--- config.mk ---
export PLATFORM = sky130hd
export DESIGN_NAME = alu_flat
export DESIGN_NICKNAME = d
export VERILOG_FILES = /design/src/rtl/alu_pkg.sv /design/src/rtl/alu_if.sv /design/src/rtl/alu_adder.sv /design/src/rtl/alu.sv /design/src/flat_wrapper.sv
export SDC_FILE = /design/constraint.sdc
export NUM_CORES = 1
export LEC_CHECK = 0
export BUFFER_PORTS_ARGS = -buffer_cell sky130_fd_sc_hd__buf_2
export CORE_MARGIN = 4
export CORE_UTILIZATION = 40
export CTS_BUF_LIST = sky130_fd_sc_hd__clkbuf_8 sky130_fd_sc_hd__clkbuf_16
export DETAILED_ROUTE_END_ITERATION = 10
export HOLD_SLACK_MARGIN = 0.12
export REMOVE_ABC_BUFFERS = 1
export SYNTH_ARGS = -nofsm -noshare
export SYNTH_HDL_FRONTEND = slang
export SYNTH_SLANG_ARGS = --single-unit
--- constraint.sdc ---
create_clock -name clk -period 0.8 [get_ports clk]
set_input_delay 0.12 -clock clk [delete_from_list [all_inputs] [get_ports clk]]
set_output_delay 0.12 -clock clk [all_outputs]
set_load 0.01 [all_outputs]
--- src/rtl/alu_pkg.sv ---
// Shared definitions for the ALU: opcode encodings and default datapath width.
package alu_pkg;

  localparam int ALU_WIDTH = 64;

  typedef enum logic [1:0] {
    ALU_ADD = 2'b00,
    ALU_SUB = 2'b01,
    ALU_AND = 2'b10,
    ALU_XOR = 2'b11
  } alu_op_e;

endpackage

--- src/rtl/alu_if.sv ---
// ALU operand/result bundle. zf/sf exist only when ALU_CC_EN is defined.
interface alu_if
  import alu_pkg::*;
#(
  parameter int WIDTH = ALU_WIDTH
);
  // No valid/ready: every cycle's inputs are one operation and the result is
  // valid one rising edge later; the ALU never stalls.
  logic signed [WIDTH-1:0] a;
  logic signed [WIDTH-1:0] b;
  logic [1:0]              control;
  logic signed [WIDTH-1:0] out;
  logic                    overflow;
`ifdef ALU_CC_EN
  logic                    zf;
  logic                    sf;

  modport master (output a, b, control, input out, overflow, zf, sf);
  modport slave  (input a, b, control, output out, overflow, zf, sf);
`else
  modport master (output a, b, control, input out, overflow);
  modport slave  (input a, b, control, output out, overflow);
`endif
endinterface

--- src/rtl/alu_adder.sv ---
// WIDTH-bit combinational adder with carry-in; reports signed overflow only.
module alu_adder
  import alu_pkg::*;
#(
  parameter int WIDTH = ALU_WIDTH
) (
  input  logic [WIDTH-1:0] x,
  input  logic [WIDTH-1:0] y,
  input  logic             cin,
  output logic [WIDTH-1:0] sum,
  output logic             ovf
);

  // Carry-out is dropped on purpose: the sum wraps modulo 2^WIDTH.
  assign sum = x + y + {{(WIDTH-1){1'b0}}, cin};
  assign ovf = (x[WIDTH-1] == y[WIDTH-1]) && (sum[WIDTH-1] != x[WIDTH-1]);

endmodule

--- src/rtl/alu.sv ---
// Registered ADD/SUB/AND/XOR ALU with signed-overflow flag.
// Define ALU_CC_EN to add registered zero/sign flags.
module alu
  import alu_pkg::*;
#(
  parameter int WIDTH = ALU_WIDTH
) (
  input logic  clk,
  input logic  rst_n,
  alu_if.slave bus
);

  logic             is_sub;
  logic [WIDTH-1:0] b_eff;
  logic [WIDTH-1:0] sum;
  logic             add_ovf;
  logic [WIDTH-1:0] nxt_out;
  logic             nxt_ovf;
  logic [WIDTH-1:0] out_q;
  logic             ovf_q;

  // SUB reuses the adder as a + ~b + 1.
  assign is_sub = (bus.control == ALU_SUB);
  assign b_eff  = is_sub ? ~bus.b : bus.b;

  alu_adder #(.WIDTH(WIDTH)) u_adder (
    .x   (bus.a),
    .y   (b_eff),
    .cin (is_sub),
    .sum (sum),
    .ovf (add_ovf)
  );

  always_comb begin
    nxt_out = '0;
    nxt_ovf = 1'b0;
    case (bus.control)
      ALU_ADD, ALU_SUB: begin
        nxt_out = sum;
        nxt_ovf = add_ovf;
      end
      ALU_AND: nxt_out = bus.a & bus.b;
      ALU_XOR: nxt_out = bus.a ^ bus.b;
      default: begin
        nxt_out = '0;
        nxt_ovf = 1'b0;
      end
    endcase
  end

  always_ff @(posedge clk or negedge rst_n) begin
    if (!rst_n) begin
      out_q <= '0;
      ovf_q <= 1'b0;
    end else begin
      out_q <= nxt_out;
      ovf_q <= nxt_ovf;
    end
  end

  assign bus.out      = out_q;
  assign bus.overflow = ovf_q;

`ifdef ALU_CC_EN
  logic zf_q;
  logic sf_q;

  always_ff @(posedge clk or negedge rst_n) begin
    if (!rst_n) begin
      zf_q <= 1'b1;
      sf_q <= 1'b0;
    end else begin
      zf_q <= (nxt_out == '0);
      sf_q <= nxt_out[WIDTH-1];
    end
  end

  assign bus.zf = zf_q;
  assign bus.sf = sf_q;
`endif

endmodule

--- src/flat_wrapper.sv ---
// flat-port wrapper written by rule: the top's interface ports become plain ports
module alu_flat import alu_pkg::*;
#(
  parameter int WIDTH = ALU_WIDTH
)
  (clk, rst_n, bus_a, bus_b, bus_control, bus_out, bus_overflow);
  alu_if #(.WIDTH(WIDTH)) bus_i ();
  input logic clk;
  input logic rst_n;
  input wire logic [$bits(bus_i.a)-1:0] bus_a;
  input wire logic [$bits(bus_i.b)-1:0] bus_b;
  input wire logic [$bits(bus_i.control)-1:0] bus_control;
  output wire logic [$bits(bus_i.out)-1:0] bus_out;
  output wire logic [$bits(bus_i.overflow)-1:0] bus_overflow;
  assign bus_i.a = bus_a;
  assign bus_i.b = bus_b;
  assign bus_i.control = bus_control;
  assign bus_out = bus_i.out;
  assign bus_overflow = bus_i.overflow;
  alu #(.WIDTH(WIDTH)) u_core (.clk(clk), .rst_n(rst_n), .bus(bus_i));
endmodule
==> results of run 1 <==
cell type report:
cell class	instances	share of cell area (%)
tap	270	2.31
clock inverter	5	0.489
inverter	22	0.566
sequential	65	11.1
timing repair buffer	578	29.9
clock buffer	11	1.73
multi-input combinational	851	53.8
cell families (layout without fill, tap and decap cells):
group	Yosys count	in the layout	synth area share (%)
buffers and inverters	72	616	3.36
muxes	56	56	7.03
adders and majority gates	127	127	19.1
DFF	65	65	19.5
AOI/OAI and AO/OA	316	316	25.3
and+or+nand+nor	235	236	13.5
xor gates and xnor gates	116	116	12.2
power by group through the flow:
stage	combinational, mW	clock, mW	sequential [mW]
floorplan	5.26	0	4.51
global placement	10.7	0	4.18
detailed placement	10.9	0	4.18
CTS	11.4	4.61	4.13
global route	15.4	4.74	4.20
finish	14.4	4.54	4.14
cells in the mapped netlist, types with 2 or more instances:
cell type  number
and2_1          4
xor2_1         24
o21ai_0        65
dfrtp_1        65
a311oi_1        2
inv_1          22
a21boi_0        4
o211ai_2        2
mux2i_1        35
a221oi_1        3
mux2_2         21
or3_1           5
nand4_1        16
a31oi_1         7
o211ai_1       19
nand3_1        18
o31ai_2         2
clkbuf_1       33
a221oi_2        3
nand2_1        76
buf_1          11
o31a_1          2
a21o_1         34
nor2b_1        10
o21a_1         10
ha_1          126
a21oi_1       104
xnor2_1        92
and4_1          2
a211oi_1        7
and3_1          8
buf_2           5
nor3_1         10
o21ai_1         3
nand2b_1       15
o22ai_1         2
o21bai_1       13
o31ai_1         6
nor4_1          2
o211a_1         2
nor4b_1         2
a31oi_4         2
nor2_1         59
stage by stage:
| stage | cell area, sq um | hold slack [ps] | util, % |
|---|---|---|---|
| 6_report | 14600 | 199 | 71.7 |
| 5_1_grt | 14600 | 229 | 71.7 |
| 3_5_place_dp | 11900 | 111 | 58.5 |
| 4_1_cts | 12500 | 196 | 61.5 |
| 3_3_place_gp | 11900 | 109 | 58.5 |
| 2_1_floorplan | 8150 | -176 | - |
final timing paths:
check                                from            endpoint  slack, ps  cells past startpoint
hold / removal                  bus_a[51]  u_core.bus.out[51]        200                      4
max in group asynchronous           rst_n  u_core.bus.out[45]        300                      3
setup / recovery           bus_control[1]  u_core.bus.out[29]      -2170                     20
min in group asynchronous           rst_n  u_core.bus.out[15]        270                      3
repair_timing:
action | in CTS | in global routing
pin swaps | 19 | 101
endpoints found under the setup margin | 130 | 130
endpoints found under the hold margin | 65 | 0
resized for setup | 68 | 289
setup buffers | 5 | 55
hold buffers | 1 | 0
gates cloned | 0 | 9
cells in the final DEF (no fill, tap or decap), types with 22 or more instances in the layout:
cell type,n
nor2_1,53
inv_1,24
buf_6,50
xor2_1,22
buf_2,186
dfrtp_1,65
xnor2_2,30
xnor2_1,54
buf_4,319
o21ai_0,28
o21ai_1,27
ha_1,105
a21o_1,34
mux2i_1,35
a21oi_1,72
nand2_1,67
a21oi_2,26
sequential cells by signal (all words and copies together) (netlist names):
signal               cells
u_core.bus.out          64
u_core.bus.overflow      1
layer usage:
layer / GRT usage, % / wire (um) / up-vias / part of all wire (%)
met5: 0 / 0 / - / 0
li1: - / - / 4720 / -
met4: 8.06 / 1250 / 0 / 3.8
met2: 38.8 / 16300 / 328 / 49
met1: 30.5 / 13900 / 4704 / 42
met3: 2.47 / 1460 / 81 / 4.4
==> reports/results.ini, run 1 <==
[worst_setup_path]
startpoint_type=input port
path_max_fanout=6
crit_chain=buf_8, nand2b_4, buf_12, xnor2_2, ha_1, buf_4, buf_6, nand3_4, o221ai_2, a221oi_2, buf_4, o211ai_4, a41oi_4, buf_6, buf_6, buf_4, buf_4, xnor2_1, nor2_1, a21oi_2
crit_path_frequent_cell=buf_4
cp-end-kind=flop
critPathTopFamily=buffers and inverters
critical_path_class=input port to flop
path_buf_inv=9
slowest_stage=ha_1
required_ps=1060
slowest_delay_ps=320
cp_data_arrival_time_ps=3230

[synth]
ys.flop_type=dfrtp_1
synth_warnings=0
synth_top_area_cell=dfrtp_1
ys_ff_latch=65
synth_area_sq_um=8350
seq_area_frac_synth_pct=19.5
syn_area_per_cell_sq_um=8.46
synth_area_leaders=dfrtp_1 (19%), ha_1 (19%), xnor2_1 (9.6%)
synth_edf_count=0
synthCells=987
yosys.cell_types.count=77
synth_top_area_share_pct=19.5
synthArstFlopShare_pct=100

[finish]
ff_latch_area_sq_um=1630
syn_to_final_growth_pct=74.8
diodes=0
multi_input_area_sq_um=7860
n_fill_cell=1471
final_cells=1802
nets=1786
layout-drive-gt1-share_pct=52.9

[placed_design]
dp.cells=1721
portBuffers=196
post-place-ws_ps=-2580
hpwl_um=22100
place_congestion=0.927

[clocking]
cts_buffers=9
htreeDepth=3
clockBufferDepth=2
cts_root_buf=clkbuf_16
cts.clk_slew.worst_paths_ps=60
clock_sinks=65
cts_tree=built

[floorplan]
num_io_pins=197
die_w_um=152
start_util_pct=41.0
row_count=52
core_sq_um=20400
dieHeight_um=152
die-area_sq_um=23300

[worst_hold_path]
hold_class=input port to flop

[route]
drtAntennaViolNets=0
drtIter0Drc=613
drc=0
routed-via-count=9833
drt-wirelength-per-cell_um=18.3
vias_per_cell=5.46
dr.pass1.iters=5
wl_um=32900

[run_status]
status=complete, but fails checks
failed_checks=setup timing

[sta]
min_period_over_period_pct=371
setup-violations-final=130
fmax_mhz=337
fin_tns_setup_ps=-123290
layout_min_cycle_time_ps=2970
maxSlewViolCount=0
worst_pin_slew_ps=817
finalWorstSetupSlack_ps=-2170
finalHoldViolCount=0
relSlewSlack_pct=45.6
rsz0062_at_grt=true

[global_route]
grt_pass1_vias=9121
track_usage_pct=22.9
grt_max_degree=78
grt_overflow=0
antenna_found_initial=0
grt_first_pass_wirelength_um=44800

[power_and_ir_drop]
p_sw_mw=8.89
p_leak_nw=7.05
power.density_nw_per_um2=1580
internal-power_mw=14.2
p_comb_share_pct=62.4
vdd_drop_max_v=0.00101
p_sw_share_pct=38.5
clockPowerShare_pct=19.7
seqPwrFrac_pct=17.9
fin_total_pwr_mw=23.1

[job]
max_cap_violations=0

Note: power is estimated with default switching activity, not from simulation.
==> run 2: changes to the inputs <==
Settings changed: BUFFER_PORTS_ARGS -buffer_cell sky130_fd_sc_hd__buf_2 to unset, CORE_UTILIZATION 40 to 55, DONT_BUFFER_PORTS set to 1, PLACE_DENSITY set to 0.7.
==> run 2 against run 1 <==
Effect of this change: the flow finishes with violations (hold timing, setup timing); largest power group unchanged; worst hold slack lost 740 ps; routed wire length grew 1.5%; critical path type unchanged; utilization up 13 points; non-clock buffer count is 273 lower; global-route usage up 7.6 points; power fell by 9.3%.
==> reports/results.ini, run 2 (same netlist as run 1, synthesis figures left out) <==
[run_status]
status=complete, but fails checks
failed_checks=hold timing, setup timing

[finish]
multi_input_area_sq_um=7680
layout-drive-gt1-share_pct=41.0
ff_latch_area_sq_um=1630
nets=1513
largest_register_ffs=64
layout_commonest_cell=buf_4
final_cells=1443
n_fill_cell=726
final_core_util_pct=85.0
diodes=0
design_area_sq_um=12500
layout_common_cells=buf_4 (245), ha_1 (110), a21oi_1 (73)
syn_to_final_growth_pct=49.6

[floorplan]
die_w_um=131
row_count=44
start_util_pct=56.8
dieHeight_um=131
die-area_sq_um=17200
core_sq_um=14700
num_io_pins=197

[sta]
finalWorstSetupSlack_ps=-2410
fmax_mhz=311
setup-violations-final=129
relSlewSlack_pct=66.6
rsz0062_at_grt=true
whs_ps=-542
finalHoldViolCount=89
fin_tns_setup_ps=-123660
layout_min_cycle_time_ps=3210
min_period_over_period_pct=401
worst_pin_slew_ps=497
maxSlewViolCount=0

[global_route]
antenna_found_initial=0
grt_first_pass_wirelength_um=44200
grt.busiest_layer=met2
grtUsageMet2_pct=51.0
track_usage_pct=30.5
grt_pass1_vias=8851
grt_max_degree=140
grtUsageMet3_pct=6.65
met1_usage_pct=39.0
grt_overflow=0

[clocking]
htreeDepth=3
postCtsHoldBufs=1
cts_tree=built
cts_root_buf=clkbuf_16
clock_sinks=65
cts.clk_slew.worst_paths_ps=60
cts_buffers=9
clockBufferDepth=2

[route]
drtAntennaViolNets=0
drt-wirelength-per-cell_um=23.2
drtIter0Drc=1148
routed-via-count=9468
wl_um=33400
vias_per_cell=6.56
drc=0
dr.pass1.iters=7

[job]
max_cap_violations=0

[worst_setup_path]
cp-end-kind=flop
required_ps=1010
startpoint_type=input port
path_max_fanout=139
cp_data_arrival_time_ps=3420
critical_path_class=input port to flop

[power_and_ir_drop]
fin_total_pwr_mw=20.9
p_leak_nw=5.72
vdd_drop_max_v=0.00126
power.density_nw_per_um2=1680

[placed_design]
place_area_sq_um=10200
portBuffers=0
dp.cells=1355
post-place-ws_ps=-2480
place_congestion=0.946
hpwl_um=18800

[worst_hold_path]
hold_class=input port to asynchronous set/reset pin

## run 2: cell types whose count changed in the layout (fill, tap and decap cells not counted), sizes merged
cell and delta:
clkbuf -8, clkinv +4, clkinvlp +1, buf -266
bufinv -2, inv -2
## run 2: what timing repair did
item                       in CTS  in global routing
pin swaps                      91                 81
setup buffers                  44                 33
resized for setup             175                121
setup endpoints to repair     129                129
gates cloned                    5                  0
hold endpoints to repair      130                130
## run 2: worst max-delay path by stage
stage,to,depth (start not counted),slack (ps),startpoint
3_5_place_dp,u_core.bus.out[61],14,-2480,bus_control[1]
4_1_cts,u_core.bus.out[60],15,-1950,bus_control[1]
6_report,u_core.bus.out[44],18,-2410,bus_control[1]
5_1_grt,u_core.bus.out[44],18,-2380,bus_control[1]
3_3_place_gp,u_core.bus.out[34],13,-2420,bus_control[1]
2_1_floorplan,u_core.bus.out[56],12,-4320,bus_control[1]
## run 2: power breakdown
group / switching, mW / internal, mW
logic: 6.16 / 6.35
registers: 0.661 / 3.94
clock network: 1.68 / 2.16
## run 2: per-layer routing
layer / vias up / part of all wire (%)
li1: 4164 / -
met1: 4466 / 38
met2: 633 / 47
met3: 205 / 9.3
met4: 0 / 6.3
met5: - / 0
## run 2: worst max-delay path, stage by stage
cell and delay [ps]:
nand2b_4 200, buf_6 160, buf_16 140, xnor2_1 190
ha_2 320, buf_4 160, nand4_1 210, inv_1 120
a221oi_2 350, o211ai_1 220, a31oi_4 230, buf_4 150
buf_6 90, buf_6 120, o21ai_4 60, a21boi_1 210
xor2_1 200, o21ai_0 140
## run 2: cell type report
cell class | instances | area share (%)
Multi-Input combinational cell | 851 | 61.5
Sequential cell | 65 | 13.0
Clock buffer | 10 | 1.91
Inverter | 22 | 0.661
Timing Repair Buffer | 305 | 20.8
Clock inverter | 6 | 0.280
Tap cell | 184 | 1.84
